`config.mk`:
```
export PLATFORM = sky130hd
export DESIGN_NAME = tdc_code_averager_flat
export DESIGN_NICKNAME = d
export VERILOG_FILES = /design/src/rtl/tdc_code_averager_if.sv /design/src/rtl/tdc_code_averager.sv /design/src/flat_wrapper.sv
export SDC_FILE = /design/constraint.sdc
export NUM_CORES = 1
export LEC_CHECK = 0
export ABC_AREA = 1
export BUFFER_PORTS_ARGS = -buffer_cell sky130_fd_sc_hd__buf_2
export CAP_MARGIN = 25
export CORE_MARGIN = 3
export CORE_UTILIZATION = 25
export DETAILED_ROUTE_END_ITERATION = 10
export SLEW_MARGIN = 20
export SYNTH_ARGS = -nofsm -noshare
export SYNTH_HDL_FRONTEND = slang
export SYNTH_SLANG_ARGS = --single-unit
```
`constraint.sdc`:
```
create_clock -name CLK -period 4.75 [get_ports CLK]
set_clock_uncertainty 0.15 [all_clocks]
set_input_delay 0.2375 -clock CLK [delete_from_list [all_inputs] [get_ports CLK]]
set_output_delay 0.2375 -clock CLK [all_outputs]
set_load 0.02 [all_outputs]
```
`src/rtl/tdc_code_averager_if.sv`:
```
// Result bus for tdc_code_averager: window average, min, max and alarm,
// published through avg_valid / avg_ready. master = averager, slave = consumer.
interface tdc_code_averager_if;
   logic [4:0] avg_out;
   logic [4:0] min_out;
   logic [4:0] max_out;
   logic       alarm;
   logic       avg_valid;
   logic       avg_ready;

   modport master (
      output avg_out, min_out, max_out, alarm, avg_valid,
      input  avg_ready
   );

   modport slave (
      input  avg_out, min_out, max_out, alarm, avg_valid,
      output avg_ready
   );
endinterface

```
`src/rtl/tdc_code_averager.sv`:
```
// Bubble-corrects 16-tap edge words to 0..16 codes and averages them
// per 2^AVG_LOG2 window with min/max, alarm and sticky saturation flags.
// Ports: CLK, RST (async low), en, clr, samp_valid, EDGE_IN[1:16] in;
// code, code_valid, sat_lo, sat_hi, overrun out; res = window result bus.
module tdc_code_averager #(
   parameter int AVG_LOG2 = 3,
   parameter int THRESH   = 4
) (
   input  logic                  CLK,
   input  logic                  RST,
   input  logic                  en,
   input  logic                  clr,
   input  logic                  samp_valid,
   input  logic [1:16]           EDGE_IN,
   output logic [4:0]            code,
   output logic                  code_valid,
   output logic                  sat_lo,
   output logic                  sat_hi,
   output logic                  overrun,
   tdc_code_averager_if.master   res
);
   localparam int AW = 5 + AVG_LOG2;
   localparam int CW = AVG_LOG2 + 1;
   localparam logic [CW-1:0] LAST = CW'((1 << AVG_LOG2) - 1);
   localparam logic [4:0] THR = 5'(THRESH);

   typedef enum logic [1:0] {S_IDLE, S_ACCUM, S_PUB} state_t;

   state_t        state_q, state_d;
   logic          s1_vld_q;
   logic [1:16]   s1_word_q;
   logic [4:0]    code_q;
   logic          code_vld_q;
   logic          sat_lo_q, sat_hi_q, ovr_q;
   logic [AW-1:0] acc_q, acc_d, acc_b;
   logic [CW-1:0] cnt_q, cnt_d, cnt_b;
   logic [4:0]    min_q, min_d, max_q, max_d;
   logic [4:0]    avg_q, omin_q, omax_q, avg_d;
   logic          alarm_q, avg_vld_q;
   logic [0:17]   r;
   logic [4:0]    pop_d;

   // Taps padded so the edge start reads 1 and the far end reads 0.
   always_comb begin
      r     = {1'b1, s1_word_q, 1'b0};
      pop_d = '0;
      for (int k = 1; k <= 16; k++) begin
         pop_d = pop_d + 5'((r[k-1] & r[k]) | (r[k] & r[k+1])
                            | (r[k-1] & r[k+1]));
      end
   end

   always_ff @(posedge CLK or negedge RST) begin
      if (!RST) begin
         s1_vld_q   <= 1'b0;
         s1_word_q  <= '0;
         code_q     <= '0;
         code_vld_q <= 1'b0;
         sat_lo_q   <= 1'b0;
         sat_hi_q   <= 1'b0;
      end else if (clr) begin
         s1_vld_q   <= 1'b0;
         code_vld_q <= 1'b0;
         sat_lo_q   <= 1'b0;
         sat_hi_q   <= 1'b0;
      end else begin
         s1_vld_q   <= samp_valid;
         code_vld_q <= s1_vld_q;
         if (samp_valid) s1_word_q <= EDGE_IN;
         if (s1_vld_q) begin
            code_q <= pop_d;
            if (pop_d == 5'd0)  sat_lo_q <= 1'b1;
            if (pop_d == 5'd16) sat_hi_q <= 1'b1;
         end
      end
   end

   // In PUB the finished window is being published, so a sample
   // arriving now starts the next window from an empty base.
   always_comb begin
      state_d = state_q;
      acc_b   = (state_q == S_PUB) ? '0 : acc_q;
      cnt_b   = (state_q == S_PUB) ? '0 : cnt_q;
      acc_d   = acc_q;
      cnt_d   = cnt_q;
      min_d   = min_q;
      max_d   = max_q;
      case (state_q)
         S_IDLE: begin
            acc_d = '0;
            cnt_d = '0;
            min_d = '0;
            max_d = '0;
            if (en) state_d = S_ACCUM;
         end
         S_ACCUM, S_PUB: begin
            if (!en) begin
               state_d = S_IDLE;
               acc_d   = '0;
               cnt_d   = '0;
               min_d   = '0;
               max_d   = '0;
            end else begin
               state_d = S_ACCUM;
               acc_d   = acc_b;
               cnt_d   = cnt_b;
               if (code_vld_q) begin
                  acc_d = acc_b + AW'(code_q);
                  cnt_d = cnt_b + CW'(1);
                  if (cnt_b == '0 || code_q < min_q) min_d = code_q;
                  if (cnt_b == '0 || code_q > max_q) max_d = code_q;
                  if (cnt_b == LAST) state_d = S_PUB;
               end
            end
         end
         default: state_d = S_IDLE;
      endcase
      if (clr) begin
         state_d = S_IDLE;
         acc_d   = '0;
         cnt_d   = '0;
         min_d   = '0;
         max_d   = '0;
      end
   end

   always_ff @(posedge CLK or negedge RST) begin
      if (!RST) begin
         state_q <= S_IDLE;
         acc_q   <= '0;
         cnt_q   <= '0;
         min_q   <= '0;
         max_q   <= '0;
      end else begin
         state_q <= state_d;
         acc_q   <= acc_d;
         cnt_q   <= cnt_d;
         min_q   <= min_d;
         max_q   <= max_d;
      end
   end

   assign avg_d = 5'(acc_q >> AVG_LOG2);

   always_ff @(posedge CLK or negedge RST) begin
      if (!RST) begin
         avg_q     <= '0;
         omin_q    <= '0;
         omax_q    <= '0;
         alarm_q   <= 1'b0;
         avg_vld_q <= 1'b0;
         ovr_q     <= 1'b0;
      end else if (clr) begin
         alarm_q   <= 1'b0;
         avg_vld_q <= 1'b0;
         ovr_q     <= 1'b0;
      end else if (state_q == S_PUB) begin
         avg_q     <= avg_d;
         omin_q    <= min_q;
         omax_q    <= max_q;
         alarm_q   <= (avg_d < THR);
         avg_vld_q <= 1'b1;
         if (avg_vld_q && !res.avg_ready) ovr_q <= 1'b1;
      end else if (res.avg_ready) begin
         avg_vld_q <= 1'b0;
      end
   end

   assign code          = code_q;
   assign code_valid    = code_vld_q;
   assign sat_lo        = sat_lo_q;
   assign sat_hi        = sat_hi_q;
   assign overrun       = ovr_q;
   assign res.avg_out   = avg_q;
   assign res.min_out   = omin_q;
   assign res.max_out   = omax_q;
   assign res.alarm     = alarm_q;
   assign res.avg_valid = avg_vld_q;
endmodule
```
`src/flat_wrapper.sv`:
```
// flat-port wrapper written by rule: the top's interface ports become plain ports
module tdc_code_averager_flat 
#(
   parameter int AVG_LOG2 = 3,
   parameter int THRESH   = 4
)
  (CLK, RST, en, clr, samp_valid, EDGE_IN, code, code_valid, sat_lo, sat_hi, overrun, res_avg_out, res_min_out, res_max_out, res_alarm, res_avg_valid, res_avg_ready);
  tdc_code_averager_if res_i ();
  input  logic CLK;
  input  logic RST;
  input  logic en;
  input  logic clr;
  input  logic samp_valid;
  input  logic [1:16] EDGE_IN;
  output logic [4:0] code;
  output logic code_valid;
  output logic sat_lo;
  output logic sat_hi;
  output logic overrun;
  output wire logic [$bits(res_i.avg_out)-1:0] res_avg_out;
  output wire logic [$bits(res_i.min_out)-1:0] res_min_out;
  output wire logic [$bits(res_i.max_out)-1:0] res_max_out;
  output wire logic [$bits(res_i.alarm)-1:0] res_alarm;
  output wire logic [$bits(res_i.avg_valid)-1:0] res_avg_valid;
  input wire logic [$bits(res_i.avg_ready)-1:0] res_avg_ready;
  assign res_avg_out = res_i.avg_out;
  assign res_min_out = res_i.min_out;
  assign res_max_out = res_i.max_out;
  assign res_alarm = res_i.alarm;
  assign res_avg_valid = res_i.avg_valid;
  assign res_i.avg_ready = res_avg_ready;
  tdc_code_averager #(.AVG_LOG2(AVG_LOG2), .THRESH(THRESH)) u_core (.CLK(CLK), .RST(RST), .en(en), .clr(clr), .samp_valid(samp_valid), .EDGE_IN(EDGE_IN), .code(code), .code_valid(code_valid), .sat_lo(sat_lo), .sat_hi(sat_hi), .overrun(overrun), .res(res_i));
endmodule
```
==> impl_metrics.yaml <==
outcome:
  run_status: "finished, final reports clean"
power:
  p_int_w: 0.001293
  p_leak_nw: 2.571
  power_per_cell_area_mw_per_mm2: 437.1
  power.share.sequential_pct: 32.0
  vdd_ir_drop_max_uv: 225.2
  sw_frac_of_total_pct: 39.10
  p_switching_w: 0.0008303
  pwr-share-clk_pct: 29.8
  power.combinational.fraction_pct: 38.3
route:
  routed_wire_length_per_instance_um: 11.31
  drt_first_pass_iters: 6
  vias_per_cell: 4.109
  remaining_drc_errors: 0
  drt.antenna.violating_nets: 0
  finalWirelength_um: 8756
  drt_iter0_markers: 132
  num_vias: 3180
timing:
  timing_hold_violations_final: 0
  worst_pin_slew_ns: 0.8664
  max_freq_ghz: 0.2285
  period_share_pct: 92.15
  setup_viol: 0
  fin_crit_ns: 4.377
  maxSlewViolCount: 0
  hold_ws_ns: 0.06579
  setup_tns_ns: 0
  max-slew-margin-rel_pct: 42.24
  rsz0062_at_grt: "false"
die:
  die_height_um: 131.6
  initial_core_util_pct: 25.74
  chipWidth_um: 131.6
  std_cell_core_area_sq_mm: 0.01531
  fp.dieArea_sq_mm: 0.01731
  fp-row-count: 45
  io_pins: 48
synth:
  synth.largest_area_cell: "dfrtp_1"
  post_synth_inst_count: 488
  avgSynthCellArea_sq_um: 8.079
  synth_fp_nets: 545
  synth_area_sq_mm: 0.003943
  yosys_register_bits: 67
  post-synth-top-area-fraction_pct: 42.53
  seq_area_frac_synth_pct: 42.53
  yosysUniqueCellTypes: 33
  ys.warnings.count: 0
  synth_top_cells_by_area: "dfrtp_1 43%, nand2_1 14%, ha_1 7.6%"
placement:
  placedCellCount: 740
  portBuffers: 47
  place_congestion: 0.8018
  post-dp-hpwl_um: 6323
global_route:
  grt.overflow.total: 0
  number_of_global_route_vias_before_repair: 3287
  grt_pass1_wl_um: 15730
  antenna_found_initial: 0
  global_route_usage_over_all_layers_pct: 10.99
  maximum_number_of_pins_on_one_net_before_global_route_repair: 68
clock_tree:
  cts_inserted_buffers: 9
  clk_latency_ns: 0.34
  cts_root_buf: "clkbuf_16"
  ctsHoldBuffers: 18
  htreeDepth: 3
  clock_path_buffers: 2
  clock_tree_from_tritoncts: "built"
  cts.reportedPaths.clkPinSlew_ns: 0.06
  postCtsSetupRepairBufs: 0
  clock_sinks: 67
  post_cts_resized: 0
setup_path:
  path_max_fanout: 3
  start_kind: "flop"
  crit_arrival_ns: 4.49
  critical_path_required_ns: 4.86
  worst-path-buf-inv: 3
  most_numerous_cell_on_the_critical_path: "fa_1"
  worst_path_largest_cell_delay_ns: 0.54
  cp-end-kind: "flop"
  timing.critical_path.cells: "nor2_1, nor2_1, a21oi_1, fa_1, inv_1, fa_1, fa_1, inv_1, fa_1, inv_1, ha_1, fa_1, nor2_1, nor2_1, nor3_1, nand3_1, a21oi_1"
  worstSetupPathType: "reg2reg"
  timing.critical_path.slowest_stage_cell: "fa_1"
  critical_path.top_delay_family: "adder cells"
cells_and_area:
  diodes: 0
  layout.cells.most_common_list: "150 x nand2_1, 72 x inv_1, 67 x dfrtp_1"
  post_route_non_filler_standard_cell_count: 774
  nNetsFinal: 615
  flow.area_growth_from_synthesis_pct: 23.23
  final_layout_size_suffix_gt1_share_pct: 14.39
  fillCellCount: 1677
  final_common_cell: "nand2_1"
run:
  drv.max_cap_violation_count: 0
min_path:
  timing.hold.worst.class: "in2reg"
-- worst register-to-register path, cell delays in order, from the launching register on --
cell and delay [ns]:
dfrtp_1 0.39, nor2_1 0.19, nor2_1 0.06, a21oi_1 0.17, fa_1 0.44, inv_1 0.09, fa_1 0.42, fa_1 0.54
inv_1 0.05, fa_1 0.53, inv_1 0.04, ha_1 0.22, fa_1 0.39, nor2_1 0.10, nor2_1 0.06, nor3_1 0.22
nand3_1 0.12, a21oi_1 0.13
-- final timing paths --
| kind | startpoint | to | slack, ns | cells after the start |
|---|---|---|---|---|
| min in group asynchronous | RST | u_core.res.max_out[4] | 0.47 | 3 |
| worst max-delay path | u_core.s1_word_q[2] | u_core.sat_lo | 0.37 | 17 |
| worst min register to register | u_core.res.max_out[0] | u_core.res.max_out[0] | 0.32 | 2 |
| worst min-delay path | en | u_core.state_q[1] | 0.07 | 3 |
| worst max register to register | u_core.s1_word_q[2] | u_core.sat_lo | 0.37 | 17 |
| max in group asynchronous | RST | u_core.res.avg_valid | 3.39 | 3 |
-- cell usage after synthesis (all sizes together) --
| master | count |
|---|---|
| nor3 | 3 |
| fa | 11 |
| o211ai | 3 |
| inv | 76 |
| o221ai | 2 |
| o21ai | 33 |
| a22o | 1 |
| dfrtp | 67 |
| maj3 | 1 |
| a32o | 1 |
| nor2 | 48 |
| ha | 24 |
| o22ai | 1 |
| o21a | 1 |
| buf | 7 |
| o21bai | 3 |
| nand4 | 2 |
| a21oi | 15 |
| nand2 | 158 |
| xor2 | 1 |
| nand3 | 28 |
| xnor2 | 2 |
-- cell families after synthesis --
logic type	count (synthesis)	synth area share (%)
and+or+nand+nor	239	25.74
buffers and inverters	83	8.537
DFF	67	42.53
AOI/OAI and AO/OA	60	9.077
adders and majority gates	36	13.46
xor gates and xnor gates	3	0.6666
-- per-stage QoR --
| stage | util [%] | setup slack [ns] | cell area, sq um | total power [W] |
|---|---|---|---|---|
| 2_1_floorplan | - | 0.5970 | 3943 | 0.001286 |
| 3_3_place_gp | 28.73 | 0.4588 | 4400 | 0.001468 |
| 3_5_place_dp | 28.73 | 0.3390 | 4400 | 0.001489 |
| 4_1_cts | 31.72 | 0.3333 | 4858 | 0.002152 |
| 5_1_grt | 31.72 | 0.01346 | 4858 | 0.002318 |
| 6_report | 31.72 | 0.3729 | 4858 | 0.002124 |
-- registers in the layout, indices dropped and copies added (netlist names) --
register              count
u_core.s1_word_q         16
u_core.acc_q              8
u_core.code               5
u_core.max_q              5
u_core.min_q              5
u_core.res.avg_out        5
u_core.res.max_out        5
u_core.res.min_out        5
u_core.cnt_q              4
u_core.state_q            2
u_core.code_valid         1
u_core.overrun            1
u_core.res.alarm          1
u_core.res.avg_valid      1
u_core.s1_vld_q           1
u_core.sat_hi             1
u_core.sat_lo             1
-- area by class of cell --
cell class                 count  area [sq um]  share of cell area (%)
clock inverter                 7         52.55                   1.082
timing repair buffer          66         422.9                   8.705
clock buffer                   9         225.2                   4.636
multi-input combinational    338          1929                   39.71
sequential                    67          1677                   34.51
inverter                      76         287.8                   5.923
tap                          211         264.0                   5.434
-- layer usage --
layer	GRT usage (%)	routed length [um]
met2	17.31	3785
met4	3.034	93
met1	14.70	4430
met5	0	0
met3	3.254	447
-- power by group through the flow --
stage | Clock [W] | Sequential (W) | Combinational [W]
floorplan | 0 | 0.000699 | 0.000587
global placement | 0 | 0.000686 | 0.000782
detailed placement | 0 | 0.000688 | 0.000801
CTS | 0.000650 | 0.000678 | 0.000824
global route | 0.000674 | 0.000686 | 0.000958
finish | 0.000632 | 0.000679 | 0.000813
Note: power is estimated with default switching activity, not from simulation.
